[src/rtl/music_pkg.sv]
// Shared constants and types for the tone sequencer: pitch table, note-word
// layout and FSM state encoding.
package music_pkg;

  // Octave-4 pitch frequencies in centi-Hz, C..B
  localparam int F4_CHZ [12] = '{26163, 27718, 29366, 31113, 32963, 34923,
                                 36999, 39200, 41530, 44000, 46616, 49388};

  // Field offsets above the duration field (dur_ms occupies [DUR_W-1:0])
  localparam int PITCH_OFS = 0;
  localparam int OCT_OFS   = 4;
  localparam int REST_OFS  = 7;
  localparam int END_OFS   = 8;

  localparam int GAP_MS = 10;

  typedef struct packed {
    logic        end_f;
    logic        rest;
    logic [2:0]  octave;
    logic [3:0]  pitch;
    logic [11:0] dur_ms;
  } note_word_t;

  typedef enum logic [2:0] {
    ST_IDLE, ST_FETCH, ST_LOAD, ST_PLAY, ST_GAP, ST_DONE
  } state_t;

endpackage

[src/rtl/tone_sequencer_if.sv]
// Song ROM bus: address out from the sequencer, word back one cycle later.
interface tone_sequencer_if #(
  parameter int ADDR_W = 10,
  parameter int DUR_W  = 12
);
  logic [ADDR_W-1:0] note_addr;
  logic [DUR_W+8:0]  note_data;

  modport master (output note_addr, input note_data);
  modport slave  (input note_addr, output note_data);
endinterface

[src/rtl/tone_divider.sv]
// Half-period square-wave generator; phase restarts on clear_i, output held
// low for rests and for pitch codes 12..15.
module tone_divider
  import music_pkg::*;
#(
  parameter int CLK_HZ = 27_000_000,
  parameter int DIV_W  = 24
) (
  input  logic       clk,
  input  logic       rst_n,
  input  logic       clear_i,
  input  logic       en_i,
  input  logic       rest_i,
  input  logic [3:0] pitch_i,
  input  logic [2:0] octave_i,
  output logic       speaker_o
);

  logic [63:0]      hp4;
  logic [63:0]      hp_full;
  logic [DIV_W-1:0] hp;
  logic [DIV_W-1:0] cnt_q, cnt_d;
  logic             spk_q, spk_d;
  logic             mute;

  assign mute = rest_i | (pitch_i > 4'd11);

  // Loop index is constant per iteration, so every division folds away
  always_comb begin
    hp4 = '0;
    for (int i = 0; i < 12; i++) begin
      if (pitch_i == 4'(i)) hp4 = (64'(CLK_HZ) * 64'd50) / 64'(F4_CHZ[i]);
    end
    if (octave_i < 3'd4) hp_full = hp4 << (3'd4 - octave_i);
    else                 hp_full = hp4 >> (octave_i - 3'd4);
    hp = DIV_W'(hp_full);
    if (hp == '0) hp = DIV_W'(1);
  end

  always_comb begin
    cnt_d = cnt_q;
    spk_d = spk_q;
    if (clear_i) begin
      cnt_d = hp - 1'b1;
      spk_d = 1'b0;
    end else if (en_i) begin
      if (cnt_q == '0) begin
        cnt_d = hp - 1'b1;
        spk_d = ~spk_q & ~mute;
      end else begin
        cnt_d = cnt_q - 1'b1;
      end
    end
  end

  always_ff @(posedge clk or negedge rst_n) begin
    if (!rst_n) begin
      cnt_q <= '0;
      spk_q <= 1'b0;
    end else begin
      cnt_q <= cnt_d;
      spk_q <= spk_d;
    end
  end

  assign speaker_o = spk_q;

endmodule

[src/rtl/tone_sequencer.sv]
// Song player: walks note words from the song ROM and drives the speaker.
// Define TONE_SEQ_GAP_EN to insert a 10 ms silent gap after every note.
//
// state | meaning
// IDLE  | waiting for start
// FETCH | ROM read latency
// LOAD  | decode note word
// PLAY  | tone or rest for dur_ms
// GAP   | post-note silence (TONE_SEQ_GAP_EN only)
// DONE  | one-cycle done pulse
module tone_sequencer
  import music_pkg::*;
#(
  parameter int CLK_HZ = 27_000_000,
  parameter int ADDR_W = 10,
  parameter int DIV_W  = 24,
  parameter int DUR_W  = 12
) (
  input  logic              clk,
  input  logic              rst_n,
  input  logic              start,
  input  logic              stop,
  input  logic              loop_en,
  tone_sequencer_if.master  rom,
  output logic              speaker,
  output logic              busy,
  output logic              done,
  output logic [ADDR_W-1:0] note_idx
);

  localparam int PRE_CNT = (CLK_HZ / 1000 > 1) ? CLK_HZ / 1000 : 1;
  localparam int PRE_W   = (PRE_CNT > 1) ? $clog2(PRE_CNT) : 1;
  localparam logic [PRE_W-1:0] PRE_MAX = PRE_W'(PRE_CNT - 1);

  state_t            state_q, state_d;
  logic [ADDR_W-1:0] addr_q, addr_d;
  logic [ADDR_W-1:0] idx_q, idx_d;
  logic [DUR_W+8:0]  word_q, word_d;
  logic [DUR_W-1:0]  dur_q, dur_d;
  logic [PRE_W-1:0]  pre_q, pre_d;
  logic              ms_tick;
  logic              div_clear, div_spk;

  logic [DUR_W+8:0]  cur_word;
  logic              w_end, w_rest;
  logic [2:0]        w_oct;
  logic [3:0]        w_pitch;
  logic [DUR_W-1:0]  w_dur;

  // The divider needs pitch/octave in LOAD, before word_q holds them
  assign cur_word = (state_q == ST_LOAD) ? rom.note_data : word_q;
  assign w_end    = cur_word[DUR_W+END_OFS];
  assign w_rest   = cur_word[DUR_W+REST_OFS];
  assign w_oct    = cur_word[DUR_W+OCT_OFS +: 3];
  assign w_pitch  = cur_word[DUR_W+PITCH_OFS +: 4];
  assign w_dur    = cur_word[DUR_W-1:0];
  assign ms_tick  = (pre_q == '0);

  always_comb begin
    state_d   = state_q;
    addr_d    = addr_q;
    idx_d     = idx_q;
    word_d    = word_q;
    dur_d     = dur_q;
    pre_d     = pre_q;
    div_clear = 1'b0;
    case (state_q)
      ST_IDLE: begin
        if (start) begin
          addr_d  = '0;
          state_d = ST_FETCH;
        end
      end
      ST_FETCH: state_d = ST_LOAD;
      ST_LOAD: begin
        word_d = rom.note_data;
        if (w_end) begin
          if (loop_en) begin
            addr_d  = '0;
            state_d = ST_FETCH;
          end else begin
            state_d = ST_DONE;
          end
        end else if (w_dur == '0) begin
          addr_d  = addr_q + 1'b1;
          state_d = ST_FETCH;
        end else begin
          idx_d     = addr_q;
          dur_d     = w_dur;
          pre_d     = PRE_MAX;
          div_clear = 1'b1;
          state_d   = ST_PLAY;
        end
      end
      ST_PLAY, ST_GAP: begin
        if (ms_tick) begin
          pre_d = PRE_MAX;
          dur_d = dur_q - 1'b1;
          if (dur_q == DUR_W'(1)) begin
            state_d = ST_FETCH;
            if (state_q == ST_PLAY) begin
              addr_d = addr_q + 1'b1;
`ifdef TONE_SEQ_GAP_EN
              dur_d   = DUR_W'(GAP_MS);
              state_d = ST_GAP;
`endif
            end
          end
        end else begin
          pre_d = pre_q - 1'b1;
        end
      end
      ST_DONE: state_d = ST_IDLE;
      default: state_d = ST_IDLE;
    endcase
    if (stop) state_d = ST_IDLE;
  end

  always_ff @(posedge clk or negedge rst_n) begin
    if (!rst_n) begin
      state_q <= ST_IDLE;
      addr_q  <= '0;
      idx_q   <= '0;
      word_q  <= '0;
      dur_q   <= '0;
      pre_q   <= '0;
    end else begin
      state_q <= state_d;
      addr_q  <= addr_d;
      idx_q   <= idx_d;
      word_q  <= word_d;
      dur_q   <= dur_d;
      pre_q   <= pre_d;
    end
  end

  tone_divider #(.CLK_HZ(CLK_HZ), .DIV_W(DIV_W)) u_div (
    .clk       (clk),
    .rst_n     (rst_n),
    .clear_i   (div_clear),
    .en_i      (state_q == ST_PLAY),
    .rest_i    (w_rest),
    .pitch_i   (w_pitch),
    .octave_i  (w_oct),
    .speaker_o (div_spk)
  );

  assign rom.note_addr = addr_q;
  assign speaker       = div_spk & (state_q == ST_PLAY);
  assign busy          = (state_q != ST_IDLE);
  assign done          = (state_q == ST_DONE);
  assign note_idx      = idx_q;

endmodule

[src/flat_wrapper.sv]
// flat-port wrapper written by rule: the top's interface ports become plain ports
module tone_sequencer_flat import music_pkg::*;
#(
  parameter int CLK_HZ = 27_000_000,
  parameter int ADDR_W = 10,
  parameter int DIV_W  = 24,
  parameter int DUR_W  = 12
)
  (clk, rst_n, start, stop, loop_en, speaker, busy, done, note_idx, rom_note_addr, rom_note_data);
  tone_sequencer_if #(.ADDR_W(ADDR_W), .DUR_W(DUR_W)) rom_i ();
  input  logic clk;
  input  logic rst_n;
  input  logic start;
  input  logic stop;
  input  logic loop_en;
  output logic speaker;
  output logic busy;
  output logic done;
  output logic [ADDR_W-1:0] note_idx;
  output wire logic [$bits(rom_i.note_addr)-1:0] rom_note_addr;
  input wire logic [$bits(rom_i.note_data)-1:0] rom_note_data;
  assign rom_note_addr = rom_i.note_addr;
  assign rom_i.note_data = rom_note_data;
  tone_sequencer #(.CLK_HZ(CLK_HZ), .ADDR_W(ADDR_W), .DIV_W(DIV_W), .DUR_W(DUR_W)) u_core (.clk(clk), .rst_n(rst_n), .start(start), .stop(stop), .loop_en(loop_en), .rom(rom_i), .speaker(speaker), .busy(busy), .done(done), .note_idx(note_idx));
endmodule
[config.mk]
export PLATFORM = sky130hd
export DESIGN_NAME = tone_sequencer_flat
export DESIGN_NICKNAME = d
export VERILOG_FILES = /design/src/rtl/music_pkg.sv /design/src/rtl/tone_sequencer_if.sv /design/src/rtl/tone_divider.sv /design/src/rtl/tone_sequencer.sv /design/src/flat_wrapper.sv
export SDC_FILE = /design/constraint.sdc
export NUM_CORES = 1
export LEC_CHECK = 0
export BUFFER_PORTS_ARGS = -buffer_cell sky130_fd_sc_hd__buf_2
export CAP_MARGIN = 40
export CORE_ASPECT_RATIO = 0.9
export CORE_UTILIZATION = 40
export DETAILED_ROUTE_END_ITERATION = 12
export MAX_ROUTING_LAYER = met4
export PLACE_DENSITY = 0.62
export SLEW_MARGIN = 20
export SYNTH_ARGS = -nofsm -noshare
export SYNTH_HDL_FRONTEND = slang
export SYNTH_SLANG_ARGS = --single-unit
[constraint.sdc]
create_clock -name clk -period 4.59 [get_ports clk]
set_clock_uncertainty 0.15 [all_clocks]
set_input_delay 0 -clock clk [delete_from_list [all_inputs] [get_ports clk]]
set_output_delay 0 -clock clk [all_outputs]
set_load 0.01 [all_outputs]
=== Word level (Yosys, flattened, before mapping) ===
Cells that the tools add are included.

* Register bits after elaboration: 96
* Input bits: 26
* Output and inout bits: 23
* Logic and storage cells: 120

* Add/sub/neg operators: 7
* $lt $le $gt $ge: 2
* Equality and inequality tests: 28
* Shift operators: 2
* Mux-type cells: 48
* Bitwise logic cells: 7
* Reductions and logical operators: 18

{| class="wikitable"
|+ Operators with widths
! kind !! number
|-
| $mux W64 || 10
|-
| $mux W24 || 5
|-
| $mux W10 || 7
|-
| $shl A64 B3 Y24 || 1
|-
| $shr A64 B3 Y24 || 1
|-
| $logic_not A24 Y1 || 2
|-
| $sub A24 B1 Y24 const B || 2
|-
| $mux W15 || 3
|-
| $mux W12 || 3
|-
| $mux W16 || 2
|-
| $pmux W10 S3 || 1
|-
| $pmux W15 S2 || 1
|-
| $pmux W12 S2 || 1
|-
| $mux W21 || 1
|-
| $mux W3 || 6
|-
| $eq A4 B3 Y1 const B || 4
|-
| $eq A4 B4 Y1 const B || 4
|-
| $logic_not A15 Y1 || 1
|-
| $sub A15 B1 Y15 const B || 1
|-
| $eq A12 B1 Y1 const B || 1
|-
| $logic_not A12 Y1 || 1
|-
| $pmux W3 S4 || 1
|-
| $sub A12 B1 Y12 const B || 1
|-
| $add A10 B1 Y10 const B || 1
|-
| other kinds (27) || 51
|}

=== Depth between registers and ports, before layout ===
* Word-level depth: 23
* Mapped depth: 20

=== By module ===
From an unflattened synthesis, not the netlist that was laid out.

* Cell total of the unflattened synthesis: 998
* Area total of the unflattened synthesis: 7878.8 µm²

{| class="wikitable"
|+ Modules (own cells, without submodules)
! module !! times used !! cells an instance !! area an instance (µm²) !! sequential area each (µm²)
|-
| tone_divider || 1 || 648 || 4276.6 || 625.6
|-
| tone_sequencer || 1 || 350 || 3602.2 || 1751.7
|}

=== Worst setup path after synthesis ===
No wires, ideal clock.

* Path type: register -> register
* Start: register u_core.state_q[0]
* End: register u_core.u_div.cnt_q[16]
* Setup time: 73 ps
* Arrival time: 4750 ps
* Data required time: 4367 ps
* Path slack: -383 ps
* Stages on the path, launching flop included: 20
* Path buffers: 7
* Clock period less this slack: 4973 ps
* Cell sequence: dfrtp_1 -> buf_2 -> nor3b_2 -> buf_4 -> buf_4 -> mux2i_1 -> ha_1 -> clkbuf_1 -> clkbuf_1 -> clkbuf_1 -> clkbuf_1 -> nor2_1 -> o21ai_0 -> a221o_1 -> ha_1 -> inv_1 -> or3_1 -> or4_4 -> o31a_1 -> a21oi_2

* Cells in the longest elaborated chain, start to end: 23
* Elaborated cells between the ends (all ways): 44
* Classes of those cells: add/sub: 3; order compare: 1; eq/ne: 13; shift: 2; mux: 21; reduce/logical: 4

{| class="wikitable"
|+ RTL lines
! what !! RTL line !! RTL
|-
| start, declared || tone_sequencer.sv:35 || <nowiki>state_t state_q, state_d;</nowiki>
|-
| start signal, assigned || tone_sequencer.sv:128 || <nowiki>state_q <= state_d;</nowiki>
|-
| $eq A3 B2 Y1 || tone_sequencer.sv:51, tone_sequencer.sv:67 ||
|-
| $mux W21 || tone_sequencer.sv:51 || <nowiki>assign cur_word = (state_q == ST_LOAD) ? rom.note_data : word_q;</nowiki>
|-
| $logic_not A4 Y1 || tone_divider.sv:32 || <nowiki>if (pitch_i == 4'(i)) hp4 = (64'(CLK_HZ) * 64'd50) / 64'(F4_CHZ[i]);</nowiki>
|-
| $mux W16 (2 in series) || tone_divider.sv:32 ||
|-
| $mux W64 (10 in series) || tone_divider.sv:32 ||
|-
| $shr A64 B3 Y24 or $shl A64 B3 Y24 (tied branches) || tone_divider.sv:35, tone_divider.sv:34 ||
|-
| $mux W24 || tone_divider.sv:34 || <nowiki>if (octave_i < 3'd4) hp_full = hp4 << (3'd4 - octave_i);</nowiki>
|-
| $logic_not A24 Y1 || tone_divider.sv:37 || <nowiki>if (hp == '0) hp = DIV_W'(1);</nowiki>
|-
| $mux W24 || tone_divider.sv:37 ||
|-
| $sub A24 B1 Y24 || tone_divider.sv:44, tone_divider.sv:48 ||
|-
| $mux W24 || tone_divider.sv:47 || <nowiki>if (cnt_q == '0) begin</nowiki>
|-
| $mux W24 || tone_divider.sv:46 || <nowiki>end else if (en_i) begin</nowiki>
|-
| $mux W24 || tone_divider.sv:43 || <nowiki>if (clear_i) begin</nowiki>
|-
| end signal, assigned || tone_divider.sv:61 || <nowiki>cnt_q <= cnt_d;</nowiki>
|-
| end, declared || tone_divider.sv:22 || <nowiki>logic [DIV_W-1:0] cnt_q, cnt_d;</nowiki>
|}

Parallel ways exist; a longest one is shown, timed or not. The select of a mux whose other input is x is not followed.
A chain may end at the register's enable or synchronous reset.

=== Worst setup path after layout ===
* Start: register u_core.state_q[2]
* End: register u_core.u_div.cnt_q[20]

The elaborated chain is that of the path after synthesis.

==> results summary <==
Leaving out fill and tap cells, the most frequent cells in the layout are 123 x nand2_1, 112 x nor2_1, 102 x o21ai_0. The slew at the pin with the worst max-slew slack came out at roughly 0.86 ns. The setup violation total in the final timing report came out at 0. The net switching power came out at roughly 4.9 mW. Summing internal, switching and leakage power gives 9.08 mW. The clock tree synthesis step divided the H-tree into 3 levels. The count of placed standard cells including taps is 1548. The proportion of power drawn by flip-flops and latches is 0.153.

The final global-route overflow total is 0. The number of hold violations in the final report is 0. The violation count after the first detailed-route iteration is ~1200. The largest family of logic cells by synthesized area is simple AND/OR/NAND/NOR gates.

The residual DRC count came out at 0. The layout net count is 1326. For this run, the top clock speed supported by timing is 224 MHz. The library cell used most frequently in the layout, excluding fill and tap cells, is nand2_1. The part of the power in the clock network is 0.081. Summed over all nets, the half-perimeter wirelength after detailed placement is roughly 23 mm. The critical path endpoint category is a flop. The maximum vdd ir drop came out at 334 uV. The count of nets left with antenna violations after detail routing is 0.

The share of synthesized area occupied by flip-flops and latches is 0.263. The clock transition time at the flip-flop clock pins of the worst setup and hold paths is 0.07 ns. The average size of a mapped cell came out at roughly 7.3 um2. The via count of the first global-routing pass came to between 9000 and 10000. The number of slew-limit violations in the final report came to 0.

The largest net degree at the start of global routing is 98. The combinational share of power is 0.765. The first-pass GRT wire length came out at roughly 51 mm.

The tree is rooted in a clkbuf_16. The clock net sink count is between 90 and 100. The parity-gate share of the synthesized area counting xor and xnor cells came out at 0.0281. The sum of routed wire length over all layers is about 32 mm. The chip height is 145 um.

On the critical path, the stage with the largest delay is an instance of or4_4. The total via count in the routed design came out at 10029. The worst setup path is of the reg -> reg kind. On the critical path the largest part of the delay comes from simple AND/OR/NAND/NOR gates. The mean routed wirelength per cell came out at ~20 um. The effective utilization at floorplan came out at 0.412. The area fraction in compound gates after synthesis came out at 0.280. The final instance count without filler cells is approximately 1600. The portion of the clock cycle consumed by the worst path in the final layout came out at 0.974.

The count of input and output buffers came out at 48. The critical path's largest stage delay came out at between 0.5 and 0.6 ns. After synthesis, the share of cell area in mux cells is 0.0628. The core outline area is 21900 um2. TritonCTS built the clock tree. Counting I/O delays and the setup requirement, the final critical path takes roughly 4.5 ns. The number of distinct library cells after synthesis came out at 81.

Once the clock tree was built, the resizer swapped 0 gates to a different size. The first detailed-routing pass ran for 7 iterations. The power per cell area is about 870 nW/um2. In the global route stage, overall resource usage came out at 0.286. The number of buffers and inverters on the critical path is 4. In this run the worst path has a maximum fanout of 17.

The synthesized netlist net count is approximately 1300. Of the total power, the share spent switching nets is 0.540. The via-per-instance ratio is ~6.3. The total clock buffers created by CTS came out at 9. The number of antenna diodes in the final layout is 0. The die outline area came out at 23200 um2. The post-synthesis cell area is roughly 9000 um2.

Setup repair after global routing left no endpoint under its margin. Across all register-to-register paths, the minimum setup slack is ~0.12 ns. The type of the worst min-delay path is in -> reg. In this run, synthesis inferred 0 flip-flops with an integrated enable.

The worst setup path is launched from a flop. The number of antenna violations at the first check in global routing is 0. The post-route setup TNS came out at 0 ns. At the end of routability-driven placement, the weighted congestion stood at between 1 and 1.5. The arithmetic-cell share of the synthesized area counting full adders, half adders and majority gates came out at 0.0111. The clock network latency to the later pin of the worst-skew pair is ~0.35 ns. The deepest clock path buffer count is 2. The static leakage power came out at 4.28 nW. The share of synthesized registers carrying an async set or reset came out at 1.00. The post-synthesis cell count is around 1200.

The signal on the critical path passes through buf_4 > or3b_4 > buf_4 > mux2i_1 > o211ai_1 > o211ai_1 > o311ai_0 > inv_1 > ha_1 > inv_1 > or3_1 > or4_4 > o31a_1 > a21oi_1. For this design the top-level I/O count stands at 49. The required time at the endpoint of the critical path came out at between 4 and 5 ns. The run finished with clean final reports. The design internal power is roughly 4.2 mW. The layout overhead on the synthesized area is 15.4%.

The width of the chip is 160 um. The number of maximum-capacitance violations came out at 0. The worst pin sits at a relative slew slack of 0.425. The number of standard-cell rows in the floorplan is 51. The total number of yosys warnings came out at 0. The post-layout instance area came out at 10400 um2.

The most used flip-flop cell after synthesis is dfrtp_1. The number of register bits inferred by synthesis came out at 95. The fraction of layout cells with a size suffix above 1 is 0.142. The critical path data arrival time is between 4 and 5 ns. The post-synthesis share of cell area spent on and, or, nand and nor gates is 0.293. Summing all placed instances gives a cell area of approximately 10000 um2.
[repair_timing]
action                     in CTS  in global routing
buffers inserted                0                  3
setup endpoints to repair       0                 11
hold endpoints to repair       81                  0
hold buffers                   19                  0
[area by class of cell]
| cell class | instances | area (um2) |
|---|---|---|
| fillers | 2206 | 11500 |
| clock inverters | 6 | 61.3 |
| multi-input cells | 997 | 6110 |
| repair buffers | 156 | 1140 |
| well taps | 291 | 364 |
| inverters | 33 | 124 |
| flip-flops and latches | 95 | 2380 |
| clock buffers | 10 | 229 |
[stage by stage]
stage	setup slack, ns	util	hold slack (ns)
finish	0.119	0.476	0.0124
CTS	0.0596	0.474	0.000212
floorplan	0.00460	-	-0.446
global placement	0.194	0.452	-0.0627
global route	0.000326	0.476	0.0274
detailed placement	0.0907	0.452	-0.0610
[worst min-delay path, stage by stage]
cell,delay (ns)
buf_2,0.13
mux2i_2,0.08
buf_4,0.15
inv_1,0.10
[state kept, by name, indices dropped and copies added, names as in the netlist]
signal,count
u_core.dur_q,12
u_core.note_idx,10
u_core.pre_q,15
u_core.rom.note_addr,10
u_core.state_q,3
u_core.u_div.cnt_q,24
u_core.u_div.speaker_o,1
u_core.word_q,20
[final timing paths]
path,startpoint,end,cells after the start
min in group asynchronous,rst_n,u_core.u_div.cnt_q[19],2
worst min-delay path,rom_note_data[17],u_core.word_q[17],4
worst min register to register,u_core.note_idx[6],u_core.note_idx[6],2
worst max-delay path,u_core.state_q[2],u_core.u_div.cnt_q[20],14
worst max register to register,u_core.state_q[2],u_core.u_div.cnt_q[20],14
max in group asynchronous,rst_n,u_core.word_q[14],3
[power groups by stage]
stage          Sequential (mW)  Combinational, mW  Clock, mW
6_report                  1.39               6.95      0.739
5_1_grt                   1.43               7.46      0.793
4_1_cts                   1.38               6.73      0.760
3_5_place_dp              1.39               6.69          0
3_3_place_gp              1.39               6.71          0
2_1_floorplan             1.32               4.48          0
[routing by layer]
metal	global-route usage	up-vias	wire, um	part of all wire
li1	-	4702	-	-
met1	0.409	4716	14900	0.46
met2	0.409	533	13500	0.42
met3	0.0510	78	3000	0.093
met4	0.0812	0	907	0.028
met5	-	-	0	0
[kinds of logic after synthesis]
group	count (synthesis)
AND/OR/NAND/NOR	527
buffers and inverters	137
AO/OA/AOI/OAI	380
multiplexers	53
XOR/XNOR	29
flip-flops	95
adder cells (fa/ha/maj)	8
[synthesized netlist by cell type, drive strengths merged, types with 28 or more instances]
| library cell | instances | area, um2 |
|---|---|---|
| nand2 | 123 | 462 |
| buf | 38 | 184 |
| dfrtp | 95 | 2380 |
| a21oi | 79 | 407 |
| nor3 | 68 | 340 |
| nor2 | 112 | 420 |
| mux2i | 43 | 443 |
| nand2b | 28 | 175 |
| clkbuf | 66 | 248 |
| nand3 | 58 | 290 |
| o21ai | 105 | 526 |
| inv | 30 | 113 |
No activity file was read; power rests on OpenSTA's default activity.
